File: src/rtl/arp_learn_pkg.sv
// Shared encodings and defaults for the ARP table writer and its shadow search.
package arp_learn_pkg;

    localparam int unsigned LUT_DEPTH_DEFAULT = 32;
    localparam int unsigned MAC_MCAST_BIT     = 40;

    typedef enum logic [1:0] {
        StIdle,
        StSearch,
        StWrite
    } state_e;

    typedef enum logic {
        KindNew,
        KindUpdate
    } kind_e;

endpackage

File: src/rtl/arp_shadow_search.sv
// Shadow copy of installed ARP bindings: parallel IP match plus lowest-free-slot encoder.
module arp_shadow_search
    import arp_learn_pkg::*;
#(
    parameter int unsigned DEPTH = LUT_DEPTH_DEFAULT,
    parameter int unsigned IDX_W = $clog2(DEPTH)
) (
    input  logic             clk,
    input  logic             reset,
    input  logic             flush,
    input  logic             wr_en,
    input  logic [IDX_W-1:0] wr_idx,
    input  logic [31:0]      wr_ip,
    input  logic [47:0]      wr_mac,
    input  logic [31:0]      search_ip,
    input  logic [47:0]      search_mac,
    output logic             hit,
    output logic [IDX_W-1:0] hit_idx,
    output logic             hit_mac_eq,
    output logic             free,
    output logic [IDX_W-1:0] free_idx
);

    logic [DEPTH-1:0] valid_q;
    logic [31:0]      ip_q  [DEPTH];
    logic [47:0]      mac_q [DEPTH];

    // Flush beats a coincident write so the entry stays invalid.
    always_ff @(posedge clk or posedge reset) begin
        if (reset) begin
            valid_q <= '0;
        end else if (flush) begin
            valid_q <= '0;
        end else if (wr_en) begin
            valid_q[wr_idx] <= 1'b1;
        end
    end

    always_ff @(posedge clk) begin
        if (wr_en) begin
            ip_q[wr_idx]  <= wr_ip;
            mac_q[wr_idx] <= wr_mac;
        end
    end

    // Descending scan so the lowest matching index wins.
    always_comb begin
        hit        = 1'b0;
        hit_idx    = '0;
        hit_mac_eq = 1'b0;
        free       = 1'b0;
        free_idx   = '0;
        for (int i = DEPTH - 1; i >= 0; i--) begin
            if (valid_q[i] && (ip_q[i] == search_ip)) begin
                hit        = 1'b1;
                hit_idx    = IDX_W'(i);
                hit_mac_eq = (mac_q[i] == search_mac);
            end
            if (!valid_q[i]) begin
                free     = 1'b1;
                free_idx = IDX_W'(i);
            end
        end
    end

endmodule

File: src/rtl/arp_learn.sv
// ARP table writer: installs learned (IP, MAC) bindings, refreshing, allocating or evicting.
module arp_learn
    import arp_learn_pkg::*;
#(
    parameter int unsigned LUT_DEPTH      = LUT_DEPTH_DEFAULT,
    parameter int unsigned LUT_DEPTH_BITS = $clog2(LUT_DEPTH),
    parameter int unsigned ACK_TIMEOUT    = 255
) (
    input  logic                      clk,
    input  logic                      reset,
    input  logic [31:0]               learn_ip,
    input  logic [47:0]               learn_mac,
    input  logic                      learn_vld,
    output logic                      learn_rdy,
    input  logic                      flush,
    output logic [LUT_DEPTH_BITS-1:0] arp_wr_addr,
    output logic                      arp_wr_req,
    output logic [47:0]               arp_wr_mac,
    output logic [31:0]               arp_wr_ip,
    input  logic                      arp_wr_ack,
    output logic [31:0]               num_learned,
    output logic [31:0]               num_updated,
    output logic [31:0]               num_dropped,
    output logic [31:0]               num_timeouts
);

    localparam int unsigned TW = $clog2(ACK_TIMEOUT + 1);

    state_e                    state_q, state_d;
    kind_e                     kind_q, kind_d;
    logic                      evict_q, evict_d;
    logic [31:0]               ip_q, ip_d;
    logic [47:0]               mac_q, mac_d;
    logic [TW-1:0]             timer_q, timer_d;
    logic [LUT_DEPTH_BITS-1:0] victim_q, victim_d;
    logic [LUT_DEPTH_BITS-1:0] addr_q, addr_d;
    logic                      req_q, req_d;
    logic [47:0]               wmac_q, wmac_d;
    logic [31:0]               wip_q, wip_d;
    logic [31:0]               learned_q, learned_d, updated_q, updated_d;
    logic [31:0]               dropped_q, dropped_d, timeouts_q, timeouts_d;

    logic                      hit, hit_mac_eq, free, shadow_we, drop;
    logic [LUT_DEPTH_BITS-1:0] hit_idx, free_idx;

    arp_shadow_search #(
        .DEPTH (LUT_DEPTH),
        .IDX_W (LUT_DEPTH_BITS)
    ) u_shadow (
        .clk        (clk),
        .reset      (reset),
        .flush      (flush),
        .wr_en      (shadow_we),
        .wr_idx     (addr_q),
        .wr_ip      (wip_q),
        .wr_mac     (wmac_q),
        .search_ip  (ip_q),
        .search_mac (mac_q),
        .hit        (hit),
        .hit_idx    (hit_idx),
        .hit_mac_eq (hit_mac_eq),
        .free       (free),
        .free_idx   (free_idx)
    );

    assign drop = (ip_q == '0) || (mac_q == '0) || mac_q[MAC_MCAST_BIT];

    always_comb begin
        state_d    = state_q;
        kind_d     = kind_q;
        evict_d    = evict_q;
        ip_d       = ip_q;
        mac_d      = mac_q;
        timer_d    = timer_q;
        victim_d   = victim_q;
        addr_d     = addr_q;
        req_d      = req_q;
        wmac_d     = wmac_q;
        wip_d      = wip_q;
        learned_d  = learned_q;
        updated_d  = updated_q;
        dropped_d  = dropped_q;
        timeouts_d = timeouts_q;
        shadow_we  = 1'b0;
        unique case (state_q)
            StIdle: begin
                if (learn_vld) begin
                    ip_d    = learn_ip;
                    mac_d   = learn_mac;
                    state_d = StSearch;
                end
            end
            StSearch: begin
                if (drop || (hit && hit_mac_eq)) begin
                    dropped_d = dropped_q + 32'd1;
                    state_d   = StIdle;
                end else begin
                    if (hit) begin
                        addr_d  = hit_idx;
                        kind_d  = KindUpdate;
                        evict_d = 1'b0;
                    end else if (free) begin
                        addr_d  = free_idx;
                        kind_d  = KindNew;
                        evict_d = 1'b0;
                    end else begin
                        addr_d  = victim_q;
                        kind_d  = KindNew;
                        evict_d = 1'b1;
                    end
                    wip_d   = ip_q;
                    wmac_d  = mac_q;
                    req_d   = 1'b1;
                    timer_d = '0;
                    state_d = StWrite;
                end
            end
            StWrite: begin
                if (arp_wr_ack) begin
                    req_d     = 1'b0;
                    shadow_we = 1'b1;
                    if (kind_q == KindUpdate) updated_d = updated_q + 32'd1;
                    else                      learned_d = learned_q + 32'd1;
                    if (evict_q) begin
                        victim_d = (victim_q == LUT_DEPTH_BITS'(LUT_DEPTH - 1)) ? '0
                                                                               : victim_q + 1'b1;
                    end
                    state_d = StIdle;
                end else if (timer_q == TW'(ACK_TIMEOUT - 1)) begin
                    req_d      = 1'b0;
                    timeouts_d = timeouts_q + 32'd1;
                    state_d    = StIdle;
                end else begin
                    timer_d = timer_q + 1'b1;
                end
            end
            default: state_d = StIdle;
        endcase
        if (flush) victim_d = '0;
    end

    always_ff @(posedge clk or posedge reset) begin
        if (reset) begin
            state_q    <= StIdle;
            kind_q     <= KindNew;
            evict_q    <= 1'b0;
            ip_q       <= '0;
            mac_q      <= '0;
            timer_q    <= '0;
            victim_q   <= '0;
            addr_q     <= '0;
            req_q      <= 1'b0;
            wmac_q     <= '0;
            wip_q      <= '0;
            learned_q  <= '0;
            updated_q  <= '0;
            dropped_q  <= '0;
            timeouts_q <= '0;
        end else begin
            state_q    <= state_d;
            kind_q     <= kind_d;
            evict_q    <= evict_d;
            ip_q       <= ip_d;
            mac_q      <= mac_d;
            timer_q    <= timer_d;
            victim_q   <= victim_d;
            addr_q     <= addr_d;
            req_q      <= req_d;
            wmac_q     <= wmac_d;
            wip_q      <= wip_d;
            learned_q  <= learned_d;
            updated_q  <= updated_d;
            dropped_q  <= dropped_d;
            timeouts_q <= timeouts_d;
        end
    end

    assign learn_rdy    = (state_q == StIdle) && !reset;
    assign arp_wr_addr  = addr_q;
    assign arp_wr_req   = req_q;
    assign arp_wr_mac   = wmac_q;
    assign arp_wr_ip    = wip_q;
    assign num_learned  = learned_q;
    assign num_updated  = updated_q;
    assign num_dropped  = dropped_q;
    assign num_timeouts = timeouts_q;

endmodule

File: config.mk
export PLATFORM = sky130hd
export DESIGN_NAME = arp_learn
export DESIGN_NICKNAME = d
export VERILOG_FILES = /design/src/rtl/arp_learn_pkg.sv /design/src/rtl/arp_shadow_search.sv /design/src/rtl/arp_learn.sv
export SDC_FILE = /design/constraint.sdc
export NUM_CORES = 2
export LEC_CHECK = 0
export BUFFER_PORTS_ARGS = -buffer_cell sky130_fd_sc_hd__buf_2
export CAP_MARGIN = 5
export CELL_PAD_IN_SITES_DETAIL_PLACEMENT = 1
export CELL_PAD_IN_SITES_GLOBAL_PLACEMENT = 1
export CORE_ASPECT_RATIO = 2
export CORE_MARGIN = 2
export CORE_UTILIZATION = 30
export DETAILED_ROUTE_END_ITERATION = 8
export HOLD_SLACK_MARGIN = 0.12
export PLACE_DENSITY_LB_ADDON = 0.15
export SLEW_MARGIN = 40
export SYNTH_ARGS = -nofsm -noshare
export SYNTH_HDL_FRONTEND = slang
export SYNTH_SLANG_ARGS = --single-unit
export TNS_END_PERCENT = 1
File: constraint.sdc
create_clock -name clk -period 14.5 [get_ports clk]
set_input_delay 2.175 -clock clk [delete_from_list [all_inputs] [get_ports clk]]
set_output_delay 2.175 -clock clk [all_outputs]
set_load 0.05 [all_outputs]
# After elaboration in Yosys (flattened, before gate mapping)
# Memory sizes are Yosys's and may differ from the RTL's.
# Index checks and enable logic that the tools add are counted.
# word_totals
ram_bits,2560
output_inout_bits,215
input_bits,85
ff_bits,343
n_memories,2
word_cells,351
# classes
n_reduce_logical,57
n_addsub,6
n_mux,191
n_lt_le_gt_ge,2
n_eq_ne,73
bitwise,4
# mem_list
name,depth,width,rd,rd_ports_with_merged_regs,wr,line_no,rtl
u_shadow.mac_q,32,48,32,0,1,arp_shadow_search.sv:26,logic [47:0] mac_q [DEPTH];
u_shadow.ip_q,32,32,32,0,1,arp_shadow_search.sv:25,logic [31:0] ip_q [DEPTH];
# ops
op,n
48-bit equality test,32
32-bit equality test,32
5-bit two-way mux,71
32-bit by 1-bit adder with 32-bit output (second input constant),4
1-bit two-way mux,107
32-bit two-way mux,2
48-bit zero test,1
1-bit logical AND,35
32-bit zero test,1
32-bit bitwise OR,1
8-bit two-way mux,3
8-bit case mux with 2 select lines,1
3-bit AND reduction,5
2-bit nonzero test,5
8-bit by 1-bit adder with 8-bit output (second input constant),1
8-bit equality test (second input constant),1
2-bit two-way mux,4
2-bit inequality test (second input constant),4
2-bit AND reduction,4
5-bit by 6-bit < comparator with 1-bit output (second input constant),1
2-bit case mux with 3 select lines,1
5-bit by 1-bit adder with 5-bit output (second input constant),1
1-bit demux with 5-bit select,1
5-bit equality test (second input constant),1
10 further kinds,14

# Logic depth before layout (Yosys ltp)
# depth
depth_word,38
depth_mapped,17
mapped_depth_nobuf,12

# By module
# A second synthesis with hierarchy kept.
# hier_totals
hier_cells,7633
area_unflattened_um2,121696.7
# by_module_without_submodules
module,seq_area_each_um2,cells_per_inst,area_each_um2,n_inst
arp_shadow_search,77674.5,6639,108686.7,1
arp_learn,7782.5,994,13010.0,1

# Worst setup path before layout
# OpenSTA, ideal clock, no wires.
# synth_timing
path_kind,in2reg
from,input arp_wr_ack
to,memory u_shadow.ip_q[20][0] (enable)
path_buffers,1
setup_time_ns,0.521
t_arrival_ns,6.118
path_stages,4
slack_ns,7.861
required_time_ns,13.979
cell_sequence,nand2_1 or3_1 clkbuf_1 nor2_1
# synth_between
elab_chain_cells,4
# synth_rtl
item,line_no,rtl
"start, declared",arp_learn.sv:20,"input logic arp_wr_ack,"
1-bit two-way mux,arp_learn.sv:119,if (arp_wr_ack) begin
1-bit two-way mux,arp_learn.sv:85,unique case (state_q)
1-bit two-way mux,arp_shadow_search.sv:40,if (wr_en) begin
1-bit two-way mux (not written as such),arp_shadow_search.sv:41,ip_q[wr_idx] <= wr_ip;
"end, declared",arp_shadow_search.sv:25,
# No other way between the ends.

# Worst setup path in the final report
# layout_timing
from,register ip_q[2]
to,"register addr_q[0], in the netlist arp_wr_addr[0]"
# layout_between
elab_chain_cells,38
word_cells_on_any_way,168
cone_classes,eq/ne: 32; mux: 97; bitwise: 1; reduce/logical: 38
# layout_rtl
item,line_no,rtl
"start, declared",arp_learn.sv:32,"logic [31:0] ip_q, ip_d;"
"start signal, assigned",arp_learn.sv:163,ip_q <= ip_d;
32-bit equality test,arp_shadow_search.sv:54,if (valid_q[i] && (ip_q[i] == search_ip)) begin
1-bit logical AND,arp_shadow_search.sv:54,
1-bit two-way mux (32 in series),arp_shadow_search.sv:54,
1-bit logical AND,arp_learn.sv:94,if (drop || (hit && hit_mac_eq)) begin
1-bit logical OR,arp_learn.sv:94,
1-bit inverter (no source line),n/a,
2-bit AND reduction (no source line),n/a,
"end signal, assigned",arp_learn.sv:167,addr_q <= addr_d;
"end, declared",arp_learn.sv:36,"logic [LUT_DEPTH_BITS-1:0] addr_q, addr_d;"
# Parallel ways exist; a longest one is shown, timed or not.
# A chain may end at the register's enable or synchronous reset.

==> flow_metrics.py <==
metrics = {
    "yosys": {
        "syn_area_per_cell_sq_um": 15.9,
        "synth_fp_nets": 7735,
        "seq_area_frac_synth_pct": 70.2,
        "yosysTopAreaCell": "sky130_fd_sc_hd__edfxtp_1",
        "mappedNetlistArea_sq_um": 122000,
        "netlist_top_cells_count": "2,560 x sky130_fd_sc_hd__edfxtp_1, 1,523 x sky130_fd_sc_hd__xor2_1, 1,163 x sky130_fd_sc_hd__xnor2_1",
        "leading_post_synthesis_cells_by_cell_area": "sky130_fd_sc_hd__edfxtp_1 63%, sky130_fd_sc_hd__xor2_1 11%, sky130_fd_sc_hd__xnor2_1 8.4%",
        "synth_edf_count": 2560,
        "postSynthRegisterBits": 2903,
        "yosys_warnings": 0,
        "yosysTopAreaCellShare_pct": 63.2,
        "synth_cell_type_count": 69,
        "syn-instance-count": 7642,
        "ys.flop_type": "sky130_fd_sc_hd__edfxtp_1",
        "async_set_reset_flop_share_out_of_synthesis_pct": 11.8,
        "synthMostInstantiatedCell": "sky130_fd_sc_hd__edfxtp_1",
    },
    "sta": {
        "final_max_slew_viol_count": 0,
        "tns_ns": 0,
        "maxSlewHeadroom_pct": 35.5,
        "finalHoldViolCount": 0,
        "timing.clock.skew_ns": 0.0586,
        "report.final.setup_viol": 0,
        "unrepaired_setup_endpoints_after_global_routing": "false",
        "max_freq_mhz": 145,
        "finalCritPeriodShare_pct": 47.6,
        "worst_slew_pin_slew_ns": 0.967,
        "finalWorstSetupSlack_ns": 7.59,
        "final.min_clock_period_ns": 6.91,
    },
    "critical_path": {
        "reg2reg_depth": 15,
        "flop2flop_setup_slack_ns": 7.59,
        "critical_path.startpoint": "ip_q[2]$_DFFE_PP0P_",
        "crit_path_end_kind": "register",
        "criticalPathCategory": "reg2reg",
        "reg2reg_from": "ip_q[2]$_DFFE_PP0P_",
        "rr_endpoint": "arp_wr_addr[0]$_DFFE_PP0P_",
        "biggest_fanout_along_the_worst_timing_path": 37,
        "critPathRequiredTime_ns": 15.30,
        "setup.worst_path.end": "arp_wr_addr[0]$_DFFE_PP0P_",
        "critical_path_startpoint_category": "register",
        "timing.critical_path.arrival_ns": 7.71,
    },
    "hold_path": {
        "hp-start": "num_dropped[31]$_DFFE_PP0P_",
        "holdPathStages": 1,
        "timing.hold.worst.class": "reg2reg",
    },
    "outcome": {
        "run_status": "finished clean",
    },
    "drt": {
        "route.detailed.drc": 0,
        "routed-via-count": 72000,
        "firstDrtPassIters": 5,
        "route.detailed.wl_per_inst_um": 39.6,
        "antenna_left": 0,
        "route.detailed.vias_per_inst": 5.22,
        "first_iter_violations": 6750,
        "route.final.wire_length_mm": 547,
    },
    "grt": {
        "grt-ovfl-total": 0,
        "global_route.peak_usage_layer": "met2",
        "global_route.usage.met3_pct": 3.00,
        "first_pass_grt_wire_length_mm": 719,
        "met2_usage_pct": 49.8,
        "largest_net_degree_at_the_start_of_global_routing": 82,
        "initial_antenna_violation_count": 46,
        "met1_usage_pct": 28.0,
        "overall_fraction_of_global_route_tracks_in_use_pct": 26.2,
        "first_global_vias": 75300,
    },
    "pwr": {
        "power_density_nw_per_um2": 222,
        "p_leak_nw": 46.6,
        "irDropWorstVdd_mv": 0.155,
    },
    "clock_tree": {
        "clkTransAtPathRegs_ns": 0.07,
        "cts_post_setup_buffers_inserted": 0,
        "tritoncts": "done",
        "cts_hold_buf": 0,
        "cts_resized": 0,
        "clock_insertion_delay_at_the_later_pin_of_the_skew_report_ns": 0.95,
        "cts-root-to-sink-buffers": 4,
        "numClockSinks": 2903,
        "cts-htree-levels": 5,
        "cts-root-buf": "sky130_fd_sc_hd__clkbuf_16",
        "cts_buffers": 292,
    },
    "die": {
        "rows": 330,
        "die_w_um": 454,
        "initial_utilization_pct": 30.1,
        "dieHeight_um": 905,
        "core_area_sq_um": 404000,
        "ios": 300,
        "die_area_sq_um": 411000,
    },
    "cells_and_area": {
        "post_route_cells_drive_above_1_share_pct": 17.1,
        "layout.cells.non_filler": 13800,
        "fin_util_pct": 35.0,
        "area_growth_syn_to_layout_pct": 16.1,
        "nets_final": 8311,
        "n_fill_cell": 41000,
    },
    "placement": {
        "placed_wire_length_estimate_mm": 343,
        "port-buffer-count": 299,
        "post-place-ws_ns": 7.63,
        "placed_cells_incl_taps": 13200,
        "routabilityCongestion": 0.865,
    },
    "job": {
        "drv_cap": 0,
    },
}
==> metal layers <==
metal / wire (um) / vias up
met3: 24500 / 916
li1: - / 29000
met4: 32700 / 4
met5: 23 / -
met1: 191000 / 39500
met2: 298000 / 2545
==> flip-flops by register name (all words and copies together) (netlist names), 8 cells and up <==
register	flops
u_shadow.ip_q	1024
mac_q	48
num_learned	32
num_dropped	32
u_shadow.valid_q	32
arp_wr_ip	32
u_shadow.mac_q	1536
arp_wr_mac	48
num_updated	32
ip_q	32
timer_q	8
num_timeouts	32
==> report_power, final <==
group | total (mW) | leakage (nW) | switching, mW | internal, mW
clock network | 7.75 | 4.53 | 3.46 | 4.29
logic | 11.1 | 14.7 | 8.20 | 2.86
registers | 12.6 | 27.3 | 1.96 | 10.6
total | 31.4 | 46.6 | 13.6 | 17.7
==> cell type report <==
cell class / instances / area (sq um) / area share, %
Multi-Input combinational cell: 4347 / 34600 / 24.5
Inverter: 29 / 116 / 0.0824
Clock inverter: 112 / 1020 / 0.726
Antenna cell: 28 / 70.1 / 0.0496
Sequential cell: 2903 / 85800 / 60.8
Clock buffer: 414 / 8250 / 5.85
Tap cell: 5312 / 6650 / 4.71
Timing Repair Buffer: 645 / 4660 / 3.30
==> placed cells by master, fill, tap and decap left out, drive strengths merged, types with 162 or more instances in the layout <==
| cell type | netlist | layout |
|---|---|---|
| dfrtp | 343 | 343 |
| xor2 | 1523 | 1523 |
| nand4 | 397 | 397 |
| mux2 | 162 | 162 |
| buf | 308 | 642 |
| nor2 | 169 | 169 |
| edfxtp | 2560 | 2560 |
| xnor2 | 1163 | 1163 |
| nor4 | 445 | 445 |
| clkbuf | 55 | 417 |
==> per-stage QoR <==
step	power (mW)	hold WS [ns]	cell area [sq um]
final	31.4	0.478	141000
after global routing	32.0	0.499	141000
after CTS	31.6	0.483	141000
after detailed placement	23.9	0.471	132000
after global placement	23.7	0.455	131000
after floorplan	16.9	0.489	122000
==> worst min-delay path by stage <==
stage,end,slack [ns]
2_1_floorplan,u_shadow.valid_q[26]$_DFFE_PP0P_,0.49
3_3_place_gp,num_learned[31]$_DFFE_PP0P_,0.46
3_5_place_dp,num_dropped[31]$_DFFE_PP0P_,0.47
4_1_cts,num_dropped[31]$_DFFE_PP0P_,0.48
5_1_grt,num_learned[31]$_DFFE_PP0P_,0.50
6_report,num_dropped[31]$_DFFE_PP0P_,0.48
==> kinds of logic after synthesis <==
family / synth area share [%]
XOR/XNOR: 19.3
adder cells (fa/ha/maj): 0.0823
multiplexers: 1.51
buffers and inverters: 1.72
AO/OA/AOI/OAI: 0.679
AND/OR/NAND/NOR: 6.43
flip-flops: 70.2
==> worst max-delay path: stages (launching register included) <==
cell	delay (ns)
sky130_fd_sc_hd__dfrtp_4	0.74
sky130_fd_sc_hd__buf_4	0.65
sky130_fd_sc_hd__xnor2_1	0.19
sky130_fd_sc_hd__o2111ai_1	0.12
sky130_fd_sc_hd__nor3_1	0.44
sky130_fd_sc_hd__nand4_1	0.55
sky130_fd_sc_hd__a31oi_1	0.75
sky130_fd_sc_hd__a221oi_4	0.29
sky130_fd_sc_hd__o32a_1	0.40
sky130_fd_sc_hd__a2111oi_4	0.41
sky130_fd_sc_hd__o31ai_4	0.14
sky130_fd_sc_hd__nor3_4	0.19
sky130_fd_sc_hd__buf_6	0.53
sky130_fd_sc_hd__buf_4	0.68
sky130_fd_sc_hd__o211ai_1	0.20
sky130_fd_sc_hd__o32a_1	0.33
No activity file was read; power rests on OpenSTA's default activity.
